===== src/rtl/pulse_pkg.sv =====
// Shared constants for the pulse train sequencer: FSM state encoding and default widths.
package pulse_pkg;
  localparam int unsigned DEF_CNT_W = 16;
  localparam int unsigned DEF_NUM_W = 8;

  localparam logic [1:0] IDLE = 2'd0;
  localparam logic [1:0] HIGH = 2'd1;
  localparam logic [1:0] LOW  = 2'd2;
  localparam logic [1:0] DONE = 2'd3;
endpackage


===== src/rtl/pulse_timer.sv =====
// Loadable down-counter with a zero flag; times both the high and the gap phase.
module pulse_timer
  import pulse_pkg::*;
#(
  parameter int unsigned CNT_W = DEF_CNT_W
) (
  input  logic             clk,
  input  logic             rst,
  input  logic             i_load,
  input  logic             i_en,
  input  logic [CNT_W-1:0] i_load_val,
  output logic             o_zero_c
);

  logic [CNT_W-1:0] r_cnt;

  always_ff @(posedge clk) begin
    if (rst) begin
      r_cnt <= '0;
    end else if (i_load) begin
      r_cnt <= i_load_val;
    end else if (i_en && (r_cnt != '0)) begin
      r_cnt <= r_cnt - CNT_W'(1);
    end
  end

  assign o_zero_c = (r_cnt == '0);

endmodule


===== src/rtl/pulse_train_sequencer.sv =====
// Burst pulse sequencer: N pulses of programmable width separated by programmable gaps.
// Build option PULSE_CONT_EN: cfg_count=0 runs continuously until abort.
module pulse_train_sequencer
  import pulse_pkg::*;
#(
  parameter int unsigned CNT_W = DEF_CNT_W,
  parameter int unsigned NUM_W = DEF_NUM_W
) (
  input  logic             clk,
  input  logic             rst,
  input  logic             start,
  input  logic             abort,
  input  logic [CNT_W-1:0] cfg_width,
  input  logic [CNT_W-1:0] cfg_gap,
  input  logic [NUM_W-1:0] cfg_count,
  output logic             busy,
  output logic             done,
  output logic             PULSE_O,
  output logic [NUM_W-1:0] pulses_sent
);

`ifdef PULSE_CONT_EN
  localparam logic CONT_EN = 1'b1;
`else
  localparam logic CONT_EN = 1'b0;
`endif

  logic [1:0]       r_state;
  logic [1:0]       w_next;
  logic [CNT_W-1:0] r_width;
  logic [CNT_W-1:0] r_gap;
  logic [NUM_W-1:0] r_count;
  logic             r_cont;
  logic [NUM_W-1:0] r_sent;
  logic             r_busy;
  logic             r_done;
  logic             r_pulse;

  logic             w_load;
  logic             w_en;
  logic [CNT_W-1:0] w_load_val;
  logic             w_accept;
  logic             w_inc;
  logic             w_cont_req;
  logic             w_last;
  logic             w_zero;

  // Phase lengths of 0 behave as 1; the timer expires when it reaches zero.
  function automatic logic [CNT_W-1:0] clamp_m1(input logic [CNT_W-1:0] v);
    return (v == '0) ? '0 : v - CNT_W'(1);
  endfunction

  pulse_timer #(.CNT_W(CNT_W)) u_timer (
    .clk        (clk),
    .rst        (rst),
    .i_load     (w_load),
    .i_en       (w_en),
    .i_load_val (w_load_val),
    .o_zero_c   (w_zero)
  );

  always_ff @(posedge clk) begin
    if (rst) r_state <= IDLE;
    else     r_state <= w_next;
  end

  always_comb begin
    w_next     = IDLE;
    w_load     = 1'b0;
    w_en       = 1'b0;
    w_load_val = '0;
    w_accept   = 1'b0;
    w_inc      = 1'b0;
    w_cont_req = CONT_EN && (cfg_count == '0);
    w_last     = !r_cont && (NUM_W'(r_sent + NUM_W'(1)) == r_count);
    case (r_state)
      IDLE: begin
        if (start && !abort) begin
          w_accept = 1'b1;
          if ((cfg_count == '0) && !w_cont_req) begin
            w_next = DONE;
          end else begin
            w_next     = HIGH;
            w_load     = 1'b1;
            w_load_val = clamp_m1(cfg_width);
          end
        end
      end
      HIGH: begin
        if (abort) begin
          w_next = IDLE;
        end else if (w_zero) begin
          w_inc = 1'b1;
          if (w_last) begin
            w_next = DONE;
          end else begin
            w_next     = LOW;
            w_load     = 1'b1;
            w_load_val = clamp_m1(r_gap);
          end
        end else begin
          w_next = HIGH;
          w_en   = 1'b1;
        end
      end
      LOW: begin
        if (abort) begin
          w_next = IDLE;
        end else if (w_zero) begin
          w_next     = HIGH;
          w_load     = 1'b1;
          w_load_val = clamp_m1(r_width);
        end else begin
          w_next = LOW;
          w_en   = 1'b1;
        end
      end
      DONE:    w_next = IDLE;
      default: w_next = IDLE;
    endcase
  end

  // Outputs are registered from the next state so they line up with the state they decode.
  always_ff @(posedge clk) begin
    if (rst) begin
      r_width <= '0;
      r_gap   <= '0;
      r_count <= '0;
      r_cont  <= 1'b0;
      r_sent  <= '0;
      r_busy  <= 1'b0;
      r_done  <= 1'b0;
      r_pulse <= 1'b0;
    end else begin
      r_busy  <= (w_next == HIGH) || (w_next == LOW);
      r_done  <= (w_next == DONE);
      r_pulse <= (w_next == HIGH);
      if (w_accept) begin
        r_width <= cfg_width;
        r_gap   <= cfg_gap;
        r_count <= cfg_count;
        r_cont  <= w_cont_req;
        r_sent  <= '0;
      end else if (w_inc) begin
        r_sent  <= NUM_W'(r_sent + NUM_W'(1));
      end
    end
  end

  assign busy        = r_busy;
  assign done        = r_done;
  assign PULSE_O     = r_pulse;
  assign pulses_sent = r_sent;

endmodule


===== config.mk =====
export PLATFORM = sky130hd
export DESIGN_NAME = pulse_train_sequencer
export DESIGN_NICKNAME = d
export VERILOG_FILES = /design/src/rtl/pulse_pkg.sv /design/src/rtl/pulse_timer.sv /design/src/rtl/pulse_train_sequencer.sv
export SDC_FILE = /design/constraint.sdc
export NUM_CORES = 1
export LEC_CHECK = 0
export CAP_MARGIN = 30
export CORE_MARGIN = 4
export CORE_UTILIZATION = 30
export CTS_CLUSTER_DIAMETER = 80
export DETAILED_ROUTE_END_ITERATION = 10
export SLEW_MARGIN = 25
export SYNTH_ARGS = -nofsm -noshare
export SYNTH_HDL_FRONTEND = slang
export SYNTH_SLANG_ARGS = --single-unit

===== constraint.sdc =====
create_clock -name clk -period 4.56 [get_ports clk]
set_input_delay 1.368 -clock clk [delete_from_list [all_inputs] [get_ports clk]]
set_output_delay 1.368 -clock clk [all_outputs]
set_load 0.01 [all_outputs]

# Word-level counts from Yosys, hierarchy flattened
# Cells that the tools add are included.
word_totals:
  register_bits: 69
  out_inout_bits: 11
  word_cells: 70
  in_bits: 44
op_classes:
  addsub: 5
  muxes: 35
  n_eq_ne: 7
  reduce_logical: 14
op_table:
  columns: ["op", "count"]
  rows:
  - ["$mux W16", 12]
  - ["$logic_not A16 Y1", 4]
  - ["$sub A16 B1 Y16 const B", 4]
  - ["$pmux W16 S3", 1]
  - ["$reduce_bool A16 Y1", 1]
  - ["$mux W1", 14]
  - ["$mux W2", 6]
  - ["$add A8 B1 Y8 const B", 1]
  - ["$eq A2 B2 Y1 const B", 4]
  - ["$eq A8 B8 Y1", 1]
  - ["$logic_not A8 Y1", 1]
  - ["$pmux W2 S4", 1]
  - ["$eq A2 B1 Y1 const B", 2]
  - ["$reduce_or A2 Y1", 2]
  - ["$pmux W1 S3", 1]
  - ["$logic_and A1 B1 Y1", 2]
  - ["$logic_not A2 Y1", 1]
  - ["$reduce_bool A2 Y1", 1]
  - ["$logic_not A1 Y1", 1]
  - ["$logic_or A1 B1 Y1", 1]

# Depth between registers and ports, before layout
# Gate-level depths: netlist of run 1.
depth:
  word_depth: 8
  depth_mapped: 11
  ltp_nobuf: 10

# Modules after synthesis
# Synthesis of run 1 repeated with hierarchy kept, for this count alone.
unflattened:
  hier_cells: 570
  hier_area_um2: 4569.4
modules_own_cells:
  columns: ["mod", "n_inst", "cells_per_inst", "seq_area_each_um2", "area_per_inst_um2"]
  rows:
  - ["pulse_train_sequencer", 1, 456, 1061.0, 3624.7]
  - ["pulse_timer", 1, 114, 320.3, 944.7]

# Least setup slack after synthesis of run 1
# Ideal clock, no wire load.
synth_timing:
  path_type: "in2reg"
  start: "input port cfg_width[7]"
  end: "register u_timer.r_cnt[11]"
  t_required_ns: 4.417
  cell_stages: 7
  setup_time_ns: 0.143
  t_arrival_ns: 2.937
  path_slack_ns: 1.480
  path_buffers: 1
  path_cell_list: "or4_4 nor4b_4 a41o_1 buf_4 o22ai_1 a31oi_1 a211oi_2"
synth_between:
  elab_chain_cells: 6
  elab_cells_between_ends: 7
  cone_classes: "add/sub (1); mux (5); reduce/logical (1)"
synth_lines:
  columns: ["element", "line_no", "source"]
  rows:
  - ["from (decl)", "pulse_train_sequencer.sv:13", "input logic [CNT_W-1:0] cfg_width,"]
  - ["$sub A16 B1 Y16 / $logic_not A16 Y1 (equally long branches)", "pulse_train_sequencer.sv:50", "return (v == '0) ? '0 : v - CNT_W'(1);"]
  - ["$mux W16 (*)", "pulse_train_sequencer.sv:50", null]
  - ["$mux W16 (*)", "pulse_train_sequencer.sv:80", "if ((cfg_count == '0) && !w_cont_req) begin"]
  - ["$mux W16 (*)", "pulse_train_sequencer.sv:78", "if (start && !abort) begin"]
  - ["$pmux W16 S3 (*)", "pulse_train_sequencer.sv:76", "case (r_state)"]
  - ["$mux W16 (*)", "pulse_timer.sv:20", "end else if (i_load) begin"]
  - ["to (signal assigned)", "pulse_timer.sv:21", "r_cnt <= i_load_val;"]
  - ["to (signal assigned)", "pulse_timer.sv:23", "r_cnt <= r_cnt - CNT_W'(1);"]
  - ["to (decl)", "pulse_timer.sv:15", "logic [CNT_W-1:0] r_cnt;"]
# Every way passes the cells marked *; elsewhere a longest branch is shown, timed or not.
# A chain may end at the register's enable or synchronous reset.

# Final worst setup path of run 1
layout_timing:
  start: "input port cfg_width[7]"
  end: "register u_timer.r_cnt[6]"
layout_between:
  elab_chain_cells: 6
layout_lines:
  columns: ["element", "line_no"]
  rows:
  - ["$logic_not A16 Y1", "pulse_train_sequencer.sv:50"]
  - ["$mux W16", "pulse_train_sequencer.sv:50"]
  - ["$mux W16", "pulse_train_sequencer.sv:80"]
  - ["$mux W16", "pulse_train_sequencer.sv:78"]
  - ["$pmux W16 S3", "pulse_train_sequencer.sv:76"]
  - ["$mux W16", "pulse_timer.sv:20"]
# Every way passes these cells.

==> results by group, run 1 <==
Global routing
  • Met3 usage: 2.52%
  • First-pass GRT wire length: 19,500 um
  • Antenna violations before repair: 0
  • Grt total ovfl: 0
  • Met2 usage: 23.7%
  • Number of global-route vias before repair: 3,999
  • Busiest layer in global routing: met2
  • Largest net degree at the start of global routing: 45
  • Met1 global-route usage: between 10% and 20%
  • GRT Overall Usage: 14.3%

Route
  • Routed len/inst: approximately 15 um
  • Vias/cell: 5.10
  • Via Count: a little over 4,000
  • Detailed-route wire length: 11,700 um
  • TritonRoute pass-1 iters: 5
  • Routed Antenna Nets: 0
  • Residual DRC: 0
  • Initial DRC Count: roughly 230

Worst hold path
  • HP Start: r_count[3]
  • Depth of the worst hold-timing path: 2
  • Hold Crit Class: flip-flop to flip-flop
  • Hold endpoint: r_count[3]

Timing
  • Fin crit share: 79.9%
  • Skew final: approximately 0.0062 ns
  • Final worst slack: just over 0.9 ns
  • Fmax: 275 MHz
  • Final Hold Vio Count: 0
  • Final setup fails: 0
  • Rel. slew slack: between 30 and 40%
  • Minimum clock period: 3.64 ns
  • Unrepaired setup endpoints after global routing: no
  • Min Hold Slack: between 0.4 and 0.5 ns
  • Setup TNS Final: 0 ns
  • Tightest Pin Transition: between 0.9 and 1 ns
  • Final Max Slew Viols: 0

Job
  • Max-cap violations: 0

Worst setup path
  • Reg2Reg Depth: 8
  • Worst r2r dst: u_timer.r_cnt[10]
  • Critical Path Source Type: input pin
  • Worst r2r src: pulses_sent[0]
  • R2R setup slack: 1.65 ns
  • Worst setup EP type: flip-flop
  • Setup Crit Path Kind: input pin to flip-flop
  • CP required: 4.73 ns
  • Critical Path AT: 3.82 ns
  • Crit path max fanout: 14

Yosys
  • Post-synth top flop: dfxtp_1
  • Synth Cell Area: between 0.004 and 0.005 mm2
  • #FFs+latches synth: 69
  • Post-synth EDFFs: 0
  • Yosys cell types: 64
  • Asr flop ratio synth: 0%
  • Yosys warns: 0
  • Avg Inst Size Synth: 8.02 um2
  • Mapped Nets: 621
  • Syn Inst Count: ~560
  • Register area share after synthesis: a little under a third

Clock network
  • Htree depth: 3
  • Setup bufs post-CTS: 0
  • CTS Hold Bufs: 0
  • Maximum root-to-sink buffer count: 2
  • Clock transition at the registers of the reported paths: roughly 0.06 ns
  • Worst-skew pair later-pin latency: 0.33 ns
  • Post-cts repair resize count: 0
  • Root buffer cell: clkbuf_16
  • CTS tree: done
  • # clock sinks: roughly 70
  • Cts bufs inserted: 9

Floorplan
  • I/O pin cnt: 55
  • Initial Util: 30.9%
  • Overall die area: 0.0171 mm2
  • Chip width: approximately 130 um
  • Die height: 131 um
  • Core ar.: around 0.015 mm2
  • Cell Rows: between 40 and 50

Finish
  • Multi-input gate area: 0.00294 mm2
  • Most frequent cells in the layout: 106 x nand2_1, 69 x dfxtp_1, 53 x a21oi_1, 53 x clkdlybuf4s50_1, 48 x nor2_1
  • Seq. cell area: approximately 0.0014 mm2
  • Layout Cells excl Fill: 796
  • Fin area: about 0.0055 mm2
  • Commonest non-fill, non-tap cell in the layout: nand2_1
  • Diode count: 0
  • Fillers: 1,515
  • Net count reported at finish: 665
  • Share of layout cells above drive strength 1: just over 10%
  • Final core occ: a little under two fifths
  • Synth-to-Final Area Change: 21.3%

Placed design
  • Placed Cells: between 700 and 800
  • Place WS: ~0.58 ns
  • Placer Congestion: 0.848
  • # port buffers: 54
  • DP Area: 0.00519 mm2
  • DPL Wire Length: 9000 um

Power
  • Lkg Pwr: 2.04 nW
  • Total power: 1.70 mW
  • Peak VDD IR: 142 uV
  • P per Cell Area: 310 mW/mm2

Status
  • Status: finished clean
## synth_stat cells, types with 2 or more instances
cell type	count	area, um2
a211oi_1	2	15.0
nand2b_1	4	25.0
nor4_4	2	42.5
ha_1	13	163
nand4_1	2	12.5
dfxtp_1	69	1380
nor2_1	49	184
or4_1	3	22.5
nand3_1	17	85.1
xor2_1	32	280
and3b_1	2	17.5
nor2b_1	7	43.8
nor3_1	15	75.1
a21oi_1	53	265
nor3_2	2	20.0
nor4_1	10	62.6
nor4_2	4	50.1
or3_1	6	37.5
nand4b_1	2	17.5
clkbuf_1	16	60.1
a31oi_1	14	87.6
or4_4	2	22.5
a311oi_2	3	45.0
buf_6	3	33.8
a21o_1	4	30.0
inv_1	18	67.6
buf_2	5	25.0
nand3b_1	4	30.0
o31ai_1	3	22.5
a211oi_2	13	163
o22ai_1	12	75.1
o21ai_0	3	15.0
mux2_2	3	33.8
nand2_1	106	398
xnor2_1	32	280
## layer usage
metal | share of wire, % | vias to the layer above
li1 | - | 2069
met1 | 46 | 1906
met2 | 49 | 66
met3 | 2.9 | 18
met4 | 2.4 | 0
met5 | 0 | -
## state kept, by name, indices dropped and copies added, names as in the netlist
| signal | count |
|---|---|
| pulses_sent | 8 |
| busy | 1 |
| r_width | 16 |
| r_state | 2 |
| PULSE_O | 1 |
| done | 1 |
| r_gap | 16 |
| r_count | 8 |
| u_timer.r_cnt | 16 |
## critical path: stages
cell and delay (ns):
clkdlybuf4s50_1 0.51, or4_4 0.62, nor4b_4 0.29, a41o_1 0.52
o22ai_1 0.19, a31oi_1 0.22, a211oi_2 0.10
## power by group
part | internal [mW] | switching, mW
Combinational | 0.162 | 0.209
Clock | 0.409 | 0.250
Sequential | 0.633 | 0.0341
Total | 1.20 | 0.493
## worst max-delay path by stage
stage                  from                 to  slack (ns)  cells after the start
2_1_floorplan  cfg_width[7]  u_timer.r_cnt[11]        1.48                      7
3_3_place_gp   cfg_count[3]   u_timer.r_cnt[2]        0.63                      7
3_5_place_dp   cfg_width[7]   u_timer.r_cnt[6]        0.58                      7
4_1_cts        cfg_count[3]   u_timer.r_cnt[2]        0.92                      7
5_1_grt        cfg_count[3]   u_timer.r_cnt[6]        0.72                      8
6_report       cfg_width[7]   u_timer.r_cnt[6]        0.92                      7
## area by class of cell
cell class | instances | area share, %
multi-input combinational | 451 | 53.7
sequential | 69 | 25.2
timing repair buffer | 59 | 10.6
clock buffer | 14 | 5.00
tap | 184 | 4.20
inverter | 18 | 1.23
clock inverter | 1 | 0.0913
## kinds of logic after synthesis
group	share of synthesized area [%]
compound gates	19.4
buf+inv	4.37
fa+ha+maj	3.60
simple gates	28.7
flops	30.6
mux	0.969
xor+xnor	12.4
Power figures use the tool's default switching activity.
==> run 2: changes to the inputs <==
==> constraint.sdc (replaced) <==
create_clock -name clk -period 3.7 [get_ports clk]
set_input_delay 1.11 -clock clk [delete_from_list [all_inputs] [get_ports clk]]
set_output_delay 1.11 -clock clk [all_outputs]
set_load 0.01 [all_outputs]
==> results by group, run 2 (synthesis results as in run 1) <==
Worst setup path
  • Critical Path AT: 3.37 ns
  • CP required: between 3 and 4 ns
  • Worst r2r src: pulses_sent[0]
  • Crit path max fanout: 14
  • Critical Path Source Type: input pin
  • Setup Crit Path Kind: input pin to flip-flop
  • Crit path capture: u_timer.r_cnt[6]
  • R2R setup slack: 0.90 ns
  • Critical Path Source: cfg_width[8]
  • Worst-path cell chain: clkdlybuf4s50_1 -> or4_4 -> nor4b_4 -> a41o_1 -> buf_4 -> o22ai_1 -> a31oi_1 -> a211oi_2
  • Slowest CP cell: or4_4
  • Reg2Reg Depth: 9
  • Highest cell delay on the worst timing path: 0.59 ns
  • Worst setup EP type: flip-flop
  • Worst r2r dst: busy

Global routing
  • Busiest layer in global routing: met2
  • Grt total ovfl: 0
  • Largest net degree at the start of global routing: 45
  • GRT Overall Usage: 14.5%
  • Number of global-route vias before repair: 4,087
  • Met2 usage: 23.9%
  • Met3 usage: 2.28%
  • Met1 global-route usage: between 10% and 20%
  • Antenna violations before repair: 0
  • First-pass GRT wire length: just under 20,000 um

Timing
  • Minimum clock period: 3.18 ns
  • Final Max Slew Viols: 0
  • Final setup fails: 0
  • Fmax: 314 MHz
  • Unrepaired setup endpoints after global routing: no
  • Fin crit share: 86.0%
  • Rel. slew slack: 62.2%
  • Tightest Pin Transition: 0.566 ns
  • Final Hold Vio Count: 0
  • Setup TNS Final: 0 ns
  • Skew final: about 0.0055 ns

Clock network
  • Setup bufs post-CTS: 0
  • Htree depth: 3
  • Root buffer cell: clkbuf_16
  • Clock transition at the registers of the reported paths: 0.05 ns
  • # clock sinks: 69
  • CTS tree: done
  • Maximum root-to-sink buffer count: 2
  • Cts bufs inserted: 9
  • Post-cts repair resize count: 0
  • CTS Hold Bufs: 0
  • Worst-skew pair later-pin latency: 0.33 ns

Finish
  • Net count reported at finish: ~670
  • Most frequent cells in the layout: 106 x nand2_1, 69 x dfxtp_1, 53 x a21oi_1, 53 x clkdlybuf4s50_1, 48 x nor2_1
  • Fillers: ~1,500
  • Synth-to-Final Area Change: 22.0%
  • Share of layout cells above drive strength 1: 10.8%
  • Biggest registers after layout: r_gap x16, r_width x16, u_timer.r_cnt x16
  • Final core occ: 37.7%
  • Diode count: 0
  • Commonest non-fill, non-tap cell in the layout: nand2_1

Route
  • Vias/cell: 5.13
  • TritonRoute pass-1 iters: 4
  • Initial DRC Count: about 200
  • Detailed-route wire length: 11,900 um
  • Residual DRC: 0
  • Routed len/inst: 14.8 um
  • Via Count: 4,122
  • Routed Antenna Nets: 0

Power
  • Total power: 2.08 mW
  • Peak VDD IR: roughly 150 uV
  • P per Cell Area: between 300 and 400 mW/mm2
  • Lkg Pwr: 2.06 nW

Floorplan
  • Chip width: around 130 um
  • Initial Util: 30.9%
  • Die height: between 100 and 150 um
  • I/O pin cnt: 55
  • Overall die area: 0.0171 mm2
  • Cell Rows: 44
  • Core ar.: 0.0146 mm2

Worst hold path
  • Hold Crit Class: flip-flop to flip-flop

Placed design
  • DPL Wire Length: 9120 um
  • Placer Congestion: 0.814
  • # port buffers: 54

Job
  • Max-cap violations: 0

Status
  • Status: finished clean
-- run 2: cell types whose count changed in the layout (fill, tap and decap cells not counted), sizes merged --
cell    delta
clkbuf     +1
buf        +6
-- run 2: through the flow --
stage | hold WS (ns) | instances | instance area (um2) | setup WS [ns]
6_report | 0.471 | 803 | 5510 | 0.519
4_1_cts | 0.475 | 803 | 5510 | 0.545
3_5_place_dp | 0.468 | 787 | 5240 | 0.214
2_1_floorplan | 0.448 | 564 | 4520 | 0.878
5_1_grt | 0.492 | 803 | 5510 | 0.386
3_3_place_gp | 0.461 | 787 | 5240 | 0.214
-- run 2: how the worst min path moves through the flow --
stage / startpoint / to / slack [ns] / cells after the start
2_1_floorplan: r_count[0] / r_count[0] / 0.45 / 2
3_3_place_gp: r_count[5] / r_count[5] / 0.46 / 2
3_5_place_dp: r_count[3] / r_count[3] / 0.47 / 2
4_1_cts: r_count[3] / r_count[3] / 0.47 / 2
5_1_grt: r_width[15] / r_width[15] / 0.49 / 2
6_report: r_gap[3] / r_gap[3] / 0.47 / 2
-- run 2: report_power, final --
part           internal [mW]  switching (mW)  total (mW)
Sequential             0.781          0.0431       0.824
Clock                  0.490           0.307       0.797
Combinational          0.202           0.257       0.459
Total                   1.47           0.607        2.08
-- run 2: area by class of cell --
class / count / area [um2] / area share [%]
tap: 184 / 230 / 4.18
clock inverter: 1 / 5.00 / 0.0908
timing repair buffer: 65 / 618 / 11.2
multi-input combinational: 451 / 2940 / 53.4
inverter: 18 / 67.6 / 1.23
sequential: 69 / 1380 / 25.1
clock buffer: 15 / 268 / 4.86
-- run 2: layer usage --
layer	wire (um)	up-vias
met5	0	-
met4	349	0
met3	339	23
met2	5710	76
met1	5480	1943
li1	-	2080
-- run 2: critical path: cells and delay by family --
kind	cells	cell delay (ns)
buffers and inverters	2	0.69
and+or+nand+nor	2	0.87
AOI/OAI and AO/OA	4	0.69
==> run 3: changes to the inputs <==
--- a/config.mk
+++ b/config.mk
@@ -6,6 +6,7 @@
 export NUM_CORES = 1
 export LEC_CHECK = 0
 export CAP_MARGIN = 30
+export CORE_ASPECT_RATIO = 0.9
 export CORE_MARGIN = 4
 export CORE_UTILIZATION = 30
 export CTS_CLUSTER_DIAMETER = 80
==> results by group, run 3 (synthesis results as in run 1) <==
Worst setup path
  • Critical Path Source Type: input pin
  • Worst r2r dst: busy
  • Worst r2r src: pulses_sent[0]
  • Reg2Reg Depth: 9
  • Setup Crit Path Kind: input pin to flip-flop
  • Critical Path AT: about 3.4 ns
  • Worst setup EP type: flip-flop
  • CP required: 3.91 ns
  • R2R setup slack: 0.87 ns
  • Crit path max fanout: 12

Worst hold path
  • Hold endpoint: r_count[3]
  • Depth of the worst hold-timing path: 2
  • Hold Crit Class: flip-flop to flip-flop
  • HP Start: r_count[3]

Placed design
  • # port buffers: 54
  • DPL Wire Length: around 9500 um
  • Place WS: 0.179 ns
  • DP Area: 0.00526 mm2
  • Placer Congestion: 0.909

Floorplan
  • Die height: 124 um
  • Cell Rows: 42
  • I/O pin cnt: 55
  • Overall die area: 0.0171 mm2
  • Chip width: 137 um
  • Initial Util: 30.7%
  • Core ar.: 0.0147 mm2

Clock network
  • Maximum root-to-sink buffer count: 2
  • CTS Hold Bufs: 0
  • Clock transition at the registers of the reported paths: 0.06 ns
  • Cts bufs inserted: 9
  • Setup bufs post-CTS: 0
  • Worst-skew pair later-pin latency: 0.34 ns
  • CTS tree: done
  • Post-cts repair resize count: 0
  • Root buffer cell: clkbuf_16
  • Htree depth: 3
  • # clock sinks: 69

Finish
  • Diode count: 0
  • Synth-to-Final Area Change: 22.5%
  • Commonest non-fill, non-tap cell in the layout: nand2_1
  • Biggest registers after layout: r_gap x16, r_width x16, u_timer.r_cnt x16
  • Share of layout cells above drive strength 1: 11.1%
  • Fin area: 0.00554 mm2
  • Net count reported at finish: 671
  • Most frequent cells in the layout: 106 x nand2_1, 69 x dfxtp_1, 53 x a21oi_1, 53 x clkdlybuf4s50_1, 48 x nor2_1

Route
  • Via Count: 4,246
  • Residual DRC: 0
  • Routed Antenna Nets: 0
  • Routed len/inst: 15.4 um
  • Vias/cell: 5.20
  • TritonRoute pass-1 iters: 5
  • Detailed-route wire length: 12,600 um
  • Initial DRC Count: 303

Timing
  • Rel. slew slack: 63.9%
  • Unrepaired setup endpoints after global routing: no
  • Minimum clock period: 3.16 ns
  • Final worst slack: 0.539 ns
  • Final Hold Vio Count: 0
  • Setup TNS Final: 0 ns
  • Fin crit share: 85.4%
  • Fmax: ~320 MHz
  • Min Hold Slack: 0.466 ns
  • Final Max Slew Viols: 0
  • Tightest Pin Transition: 0.533 ns
  • Skew final: 0.00821 ns
  • Final setup fails: 0

Status
  • Status: finished clean

Global routing
  • Largest net degree at the start of global routing: 45
  • Antenna violations before repair: 0
  • First-pass GRT wire length: 20,800 um
  • GRT Overall Usage: 15.1%
  • Number of global-route vias before repair: 4,206
  • Grt total ovfl: 0

Power
  • Lkg Pwr: 2.06 nW
  • Peak VDD IR: 208 uV
  • P per Cell Area: about 380 mW/mm2
  • Total power: 2.11 mW

Job
  • Max-cap violations: 0
==> run 3: changes by cell type in the layout (fill, tap and decap cells not counted), sizes merged <==
cell | previous run | this run
clkbuf | 15 | 13
clkinvlp | 0 | 2
==> run 3: final cells by class <==
type,instances,area [um2]
fill,1542,9180
multi-input combinational,451,2940
sequential,69,1380
timing repair buffer,65,618
clock buffer,13,260
tap,198,248
inverter,18,67.6
clock inverter,3,20.0
==> run 3: worst max path at each step <==
stage	startpoint	to	slack, ns	depth (start not counted)
2_1_floorplan	cfg_width[7]	u_timer.r_cnt[11]	0.88	7
3_3_place_gp	cfg_count[7]	u_timer.r_cnt[14]	0.20	10
3_5_place_dp	cfg_count[7]	u_timer.r_cnt[14]	0.18	10
4_1_cts	cfg_count[0]	u_timer.r_cnt[14]	0.53	10
5_1_grt	cfg_count[0]	u_timer.r_cnt[8]	0.37	10
6_report	cfg_count[7]	u_timer.r_cnt[14]	0.54	10
==> run 3: power by group <==
part           leakage [nW]  internal, mW  total, mW  switching [mW]
Clock                 0.132         0.490      0.820           0.330
Combinational          1.37         0.202      0.466           0.264
Sequential            0.563         0.780      0.825          0.0446
==> run 3: critical path: stages <==
cell and delay [ns]:
clkdlybuf4s50_1 0.44, nor4_1 0.44, buf_4 0.19, a21oi_1 0.06, a31oi_1 0.30, a21o_1 0.21, a31oi_4 0.08, buf_4 0.25
nor2_1 0.20, a211oi_2 0.06
==> run 3: routing by layer <==
metal | vias up | GRT usage, % | wire length (um)
li1 | 2077 | - | -
met3 | 22 | 3.15 | 490
met1 | 2051 | 19.9 | 5810
met5 | - | 0 | 0
met2 | 96 | 24.4 | 6040
met4 | 0 | 5.22 | 253
==> run 3: per-stage QoR <==
step / instances / utilization (%)
after floorplan: 564 / -
after global placement: 801 / 35.7
after detailed placement: 801 / 35.7
after CTS: 817 / 37.6
after global routing: 817 / 37.6
final: 817 / 37.6
